<file path="src/rtl/data_mem_arbiter.sv">
// Two-core round-robin arbiter in front of the shared data memory.
// It issues one registered command per cycle, drops out-of-range accesses
// (raising a sticky flag) and steers the read data back to the requesting core.
module data_mem_arbiter #(
  parameter int unsigned TAM  = 16,
  parameter int unsigned Lmem = 8
) (
  input  logic           clk,
  input  logic           rst,

  input  logic           coreREQ0,
  input  logic           coreWE0,
  input  logic [TAM-1:0] coreADDR0,
  input  logic [TAM-1:0] coreDATA0,
  output logic           coreACK0,
  output logic [TAM-1:0] coreRDATA0,
  output logic           coreRVALID0,

  input  logic           coreREQ1,
  input  logic           coreWE1,
  input  logic [TAM-1:0] coreADDR1,
  input  logic [TAM-1:0] coreDATA1,
  output logic           coreACK1,
  output logic [TAM-1:0] coreRDATA1,
  output logic           coreRVALID1,

  output logic [TAM-1:0] memADDR,
  output logic [TAM-1:0] memDATAIN,
  output logic           memWrite,
  output logic           memLoad,
  input  logic [TAM-1:0] memDATAOUT,

  output logic           errOOR
);

  // One read-return tag: which core asked and whether the access was legal.
  typedef struct packed {
    logic valid;
    logic core;
    logic inr;
  } tag_t;

  // Round-robin pointer: core that wins when both request.
  logic prio_q, prio_d;

  // Arbitration results.
  logic           ack0, ack1;
  logic           accept;
  logic           gnt_core;
  logic           sel_we;
  logic [TAM-1:0] sel_addr;
  logic [TAM-1:0] sel_data;
  logic           in_range;

  // Command register.
  logic [TAM-1:0] addr_q, addr_d;
  logic [TAM-1:0] wdata_q, wdata_d;
  logic           write_q, write_d;
  logic           load_q, load_d;

  // Sticky out-of-range flag.
  logic err_q, err_d;

  // Read-return tag pipeline, aligned with the memory's one-cycle read latency.
  tag_t s1_q, s1_d;
  tag_t s2_q, s2_d;

  // Last delivered read data per core.
  logic [TAM-1:0] rdata0_q, rdata0_d;
  logic [TAM-1:0] rdata1_q, rdata1_d;
  logic           ret_v0, ret_v1;
  logic [TAM-1:0] ret_data;

  // Grant selection; acks are forced low while reset is asserted.
  always_comb begin
    ack0 = 1'b0;
    ack1 = 1'b0;
    if (rst) begin
      if (coreREQ0 && coreREQ1) begin
        ack0 = ~prio_q;
        ack1 = prio_q;
      end else begin
        ack0 = coreREQ0;
        ack1 = coreREQ1;
      end
    end
  end

  assign coreACK0 = ack0;
  assign coreACK1 = ack1;
  assign accept   = ack0 | ack1;
  assign gnt_core = ack1;

  // Mux the granted core's request and range-check its address.
  always_comb begin
    sel_we   = gnt_core ? coreWE1   : coreWE0;
    sel_addr = gnt_core ? coreADDR1 : coreADDR0;
    sel_data = gnt_core ? coreDATA1 : coreDATA0;
    in_range = ((sel_addr >> Lmem) == '0);
  end

  // Next state for pointer, command register and error flag.
  always_comb begin
    prio_d  = prio_q;
    addr_d  = addr_q;
    wdata_d = wdata_q;
    write_d = 1'b0;
    load_d  = 1'b0;
    err_d   = err_q;
    if (accept) begin
      prio_d  = ~gnt_core;
      addr_d  = sel_addr;
      wdata_d = sel_data;
      write_d = sel_we & in_range;
      load_d  = ~sel_we & in_range;
      if (!in_range) begin
        err_d = 1'b1;
      end
    end
  end

  // Tag pipeline advance; only loads (legal or not) produce a return.
  always_comb begin
    s1_d       = '0;
    s1_d.valid = accept & ~sel_we;
    s1_d.core  = gnt_core;
    s1_d.inr   = in_range;
    s2_d       = s1_q;
  end

  // Read return steering; an illegal load returns zero instead of memory data.
  always_comb begin
    ret_v0   = s2_q.valid & ~s2_q.core;
    ret_v1   = s2_q.valid & s2_q.core;
    ret_data = s2_q.inr ? memDATAOUT : '0;
    rdata0_d = ret_v0 ? ret_data : rdata0_q;
    rdata1_d = ret_v1 ? ret_data : rdata1_q;
  end

  // State registers.
  always_ff @(posedge clk or negedge rst) begin
    if (!rst) begin
      prio_q   <= 1'b0;
      addr_q   <= '0;
      wdata_q  <= '0;
      write_q  <= 1'b0;
      load_q   <= 1'b0;
      err_q    <= 1'b0;
      s1_q     <= '0;
      s2_q     <= '0;
      rdata0_q <= '0;
      rdata1_q <= '0;
    end else begin
      prio_q   <= prio_d;
      addr_q   <= addr_d;
      wdata_q  <= wdata_d;
      write_q  <= write_d;
      load_q   <= load_d;
      err_q    <= err_d;
      s1_q     <= s1_d;
      s2_q     <= s2_d;
      rdata0_q <= rdata0_d;
      rdata1_q <= rdata1_d;
    end
  end

  assign memADDR     = addr_q;
  assign memDATAIN   = wdata_q;
  assign memWrite    = write_q;
  assign memLoad     = load_q;
  assign errOOR      = err_q;
  assign coreRVALID0 = ret_v0;
  assign coreRVALID1 = ret_v1;
  // The pulse cycle shows live memory data; otherwise the held value.
  assign coreRDATA0  = rdata0_d;
  assign coreRDATA1  = rdata1_d;

endmodule

</file>
<file path="config.mk">
export PLATFORM = sky130hd
export DESIGN_NAME = data_mem_arbiter
export DESIGN_NICKNAME = d
export VERILOG_FILES = /design/src/rtl/data_mem_arbiter.sv
export SDC_FILE = /design/constraint.sdc
export NUM_CORES = 1
export LEC_CHECK = 0
export BUFFER_PORTS_ARGS = -buffer_cell sky130_fd_sc_hd__buf_2
export CORE_MARGIN = 2
export CORE_UTILIZATION = 35
export DETAILED_ROUTE_END_ITERATION = 8
export GPL_TIMING_DRIVEN = 0
export PLACE_DENSITY = 0.67
export SYNTH_ARGS = -nofsm -noshare
export SYNTH_HDL_FRONTEND = slang
export SYNTH_SLANG_ARGS = --single-unit
</file>
<file path="constraint.sdc">
create_clock -name clk -period 2.1 [get_ports clk]
set_clock_uncertainty 0.1 [all_clocks]
set_input_delay 0.42 -clock clk [delete_from_list [all_inputs] [get_ports clk]]
set_output_delay 0.42 -clock clk [all_outputs]
set_load 0.1 [all_outputs]
</file>
# After elaboration in Yosys (flattened, before gate mapping)
# Index checks and enable logic that the tools add are counted.
word_totals:
  word_cells: 40
  output_inout_bits: 71
  input_bits: 86
  ff_bits: 74
classes:
  n_reduce_logical: 3
  muxes: 12
  bitwise_logic: 11
op_table:
  columns: ["op", "count"]
  rows:
  - ["16-bit 2-to-1 mux", 5]
  - ["16-bit logical NOT", 1]
  - ["1-bit 2-to-1 mux", 7]
  - ["1-bit AND", 5]
  - ["1-bit NOT", 5]
  - ["2-bit AND reduction", 1]
  - ["1-bit logical AND", 1]
  - ["1-bit bitwise OR", 1]

# Depth between registers and ports, before layout
logic_depth:
  depth_word: 7
  depth_mapped: 7
  ltp_nobuf: 4

# Worst setup path before layout
# OpenSTA, ideal clock, no wires.
synth_timing:
  kind: "register to output"
  startpoint: "register s2_q[0] (netlist bit)"
  endpoint: "output coreRDATA0[10]"
  setup_slack_ps: -1459
  required_ps: 1580
  t_arrival_ps: 3039
  path_buffers: 2
  path_stages_with_launch: 5
  path_cell_list: "dfrtp_1 > clkbuf_1 > clkbuf_1 > nand2_1 > o21ai_0"
synth_between:
  elab_chain_cells: 2
synth_rtl:
  columns: ["item", "line_no", "rtl"]
  rows:
  - ["from (decl)", "66", "tag_t s2_q, s2_d;"]
  - ["from (signal assigned)", "150", "s2_q <= '0;"]
  - ["from (signal assigned)", "161", "s2_q <= s2_d;"]
  - ["16-bit 2-to-1 mux", "135", "ret_data = s2_q.inr ? memDATAOUT : '0;"]
  - ["16-bit 2-to-1 mux", "136", "rdata0_d = ret_v0 ? ret_data : rdata0_q;"]
  - ["to (decl)", "16", "output logic [TAM-1:0] coreRDATA0,"]
# No other way between the ends.

# Worst setup path in the final report
layout_timing:
  startpoint: "register s2_q[1] (netlist bit)"
  endpoint: "output coreRDATA0[13]"
layout_between:
  elab_chain_cells: 3
layout_rtl:
  columns: ["item", "line_no", "rtl"]
  rows:
  - ["1-bit NOT", "133", "ret_v0 = s2_q.valid & ~s2_q.core;"]
  - ["1-bit AND", "133", null]
  - ["16-bit 2-to-1 mux", "136", null]
# No other way between the ends.

==> flow_summary_export.csv <==
group,metric,value,unit
grt,overflow,0,
routing,ant_nets,0,
grt,grt_use_met3,5.68,%
sta,worst-slew-pin-transition,0.628,ns
die,die_area,9500,µm²
power_and_ir_drop,p_leak,2.52,nW
worst_setup_path,endpoint_kind,"primary output",
layout,layout_common_cells,"120 x buf_2, 74 x nand2_1, 72 x dfrtp_1",
die,dieHeight,97.5,µm
synth,ys_seq_elements,74,
placement,place_ws,-0.540,ns
grt,grt_pass1_vias,3006,
power_and_ir_drop,pwr-share-seq,31.5,%
routing,drc,0,
die,start_util,35.6,%
grt,grt_pass1_wl,14.8,mm
worst_setup_path,startpoint_type,"flip-flop",
grt,use_met1,23.2,%
worst_setup_path,critPathKind,"flip-flop to primary output",
grt,grt_max_degree,41,
sta,rsz0062_at_grt,"true",
power_and_ir_drop,p_int,3.11,mW
layout,nFillCells,678,
layout,final_common_cell,"buf_2",
sta,setup_slack,-0.0264,ns
sta,slew_headroom,58.0,%
synth,syn-num-nets,382,
placement,place_hpwl,6.45,mm
sta,max_freq,0.470,GHz
clock_tree,cts_tree,"done",
sta,setup_viol,1,
sta,maxSlewViolCount,0,
job,maxCapViolations,0,
grt,grt_util_met2,33.0,%
synth,yosys.area.top_type_share,60.5,%
layout,diodes,0,
synth,synth.area.top_cells,"dfrtp_1 61%, o21ai_0 11%, mux2i_1 10%, nand2_1 10%, clkbuf_1 1.7%",
synth,synth_area_leader_cell,"dfrtp_1",
power_and_ir_drop,pwr_density_cell,975,nW/µm²
clock_tree,root_buffer,"clkbuf_8",
placement,place.gp.congestion,0.748,
min_path,hp-class,"primary input to flip-flop",
synth,syn_area,3060,µm²
power_and_ir_drop,swShare,40.5,%
sta,setup_tns,-0.0264,ns
grt,grt_use_total,19.7,%
die,ios,157,
sta,layout_min_cycle_time,2.13,ns
synth,synth_cells,296,
clock_tree,cts.sinks,74,
routing,first_iter_violations,91,
routing,vias_per_cell,4.90,
clock_tree,htreeDepth,3,
clock_tree,cts_buffers,9,
grt,antenna_found_initial,0,
synth,ys_seq_area_share,60.5,%
grt,top_usage_layer,"met2",
synth,yosysWarnings,0,
routing,num_vias,2881,
sta,hold_ws,0.179,ns
routing,wl,9.41,mm
power_and_ir_drop,peakVddDrop,0.529,mV
power_and_ir_drop,clock_power_share,29.3,%
die,core,8590,µm²
die,rows,34,
worst_setup_path,worstPathMaxFanout,8,
power_and_ir_drop,combPwrFrac,39.2,%
synth,ys_types,22,
status,violations,"setup timing",
power_and_ir_drop,p_switching,2.12,mW
routing,dr.pass1.iters,4,
routing,avgRoutedWirePerCell,16.0,µm
layout,fin_nets,561,
sta,hold_violations,0,
layout,final_util,62.4,%
status,status,"complete, but fails checks",
worst_setup_path,cp.required,1.58,ns
clock_tree,worst_skew_pair.late_latency,0.34,ns
sta,finalCritPeriodShare,101,%
die,die_x,97.5,µm
clock_tree,clockBufferDepth,2,
layout,area_growth,75.3,%
synth,synth_area_per_cell,10.3,µm²
placement,port_buffers,156,
layout,drive_gt1_share,51.0,%
worst_setup_path,worst-endpoint-arrival,1.61,ns
clock_tree,clkSlewWorstSetupHoldPaths,0.08,ns
==> cells by family (layout without fill, tap and decap cells) <==
group           Yosys count  count (layout)  share of synthesized area [%]
mux                      33              33                           10.8
buf+inv                  22             205                           3.72
flops                    74              74                           60.5
compound gates           71              71                           11.9
simple gates             96              97                           13.0
==> Yosys cell counts <==
master and number:
nand4b_1 1, buf_4 2, o21ai_1 1, buf_2 1, o32a_1 1, dfrtp_1 74, nor4_1 4, o21ai_0 65
nor2b_4 1, o21bai_1 1, nand2b_1 2, mux2_2 1, or3b_1 1, nand4_1 1, clkbuf_1 14, mux2i_1 32
nand2_1 83, nor2_1 3, a21oi_1 2, buf_6 3, inv_1 2, a31oi_1 1
==> path summary, 6_finish.rpt <==
kind / start / to / slack, ns / cells past startpoint
min: rst / prio_q$_DFFE_PN0P_ / 0.18 / 2
min reg2reg: s1_q[1]$_DFF_PN0_ / s2_q[1]$_DFF_PN0_ / 0.25 / 0
max in group asynchronous: rst / memADDR[8]$_DFFE_PN0P_ / 1.05 / 3
max reg2reg: prio_q$_DFFE_PN0P_ / memADDR[6]$_DFFE_PN0P_ / 0.36 / 6
max: s2_q[1]$_DFF_PN0_ / coreRDATA0[13] / -0.03 / 5
min in group asynchronous: rst / rdata1_q[1]$_DFF_PN0_ / 0.63 / 3
==> per-layer routing <==
metal	part of all wire [%]	vias to the layer above
met5	0	-
met4	1.7	0
met3	6.8	14
met2	50	128
met1	41	1381
li1	-	1358
==> flip-flops by register name, summed over array words and instances (netlist names) <==
register	count
memWrite	1
rdata1_q	16
s1_q	3
prio_q	1
s2_q	3
rdata0_q	16
memDATAIN	16
memADDR	16
memLoad	1
errOOR	1
==> repair_timing <==
action	CTS	global route
pin swaps	1	1
setup buffers	2	7
hold buffers	2	0
resized for setup	144	27
setup endpoints to repair	36	35
gates cloned	1	3
endpoints found under the hold margin	34	0
==> power groups by stage <==
stage / combinational, mW / clock, mW / sequential [mW]
floorplan: 0.832 / 0 / 2.28
global placement: 1.78 / 0 / 1.66
detailed placement: 1.80 / 0 / 1.67
CTS: 1.98 / 1.57 / 1.65
global route: 2.13 / 1.63 / 1.67
finish: 2.05 / 1.53 / 1.65
==> metrics by stage <==
step	power, mW	instances	area (µm²)
after floorplan	3.11	296	3380
after global placement	3.44	560	4300
after detailed placement	3.47	561	4320
after CTS	5.19	579	5190
after global routing	5.43	588	5360
final	5.23	588	5360
==> critical path, cell delays in order, from the launching register on <==
cell and delay, ns:
dfrtp_1 0.40, nand2b_4 0.25, clkbuf_16 0.19, nand2_1 0.11
o21ai_4 0.11, buf_12 0.20
==> final cells by class <==
class                           instances  area [µm²]  area share, %
Clock buffer                           12         165           3.08
Multi-Input combinational cell        201        1480           27.5
Sequential cell                        74        1850           34.6
Inverter                                2        7.51          0.140
Clock inverter                          4         120           2.24
Buffer                                 16         185           3.45
Tap cell                              108         135           2.52
Timing Repair Buffer                  171        1420           26.5
Power figures use the tool's default switching activity.
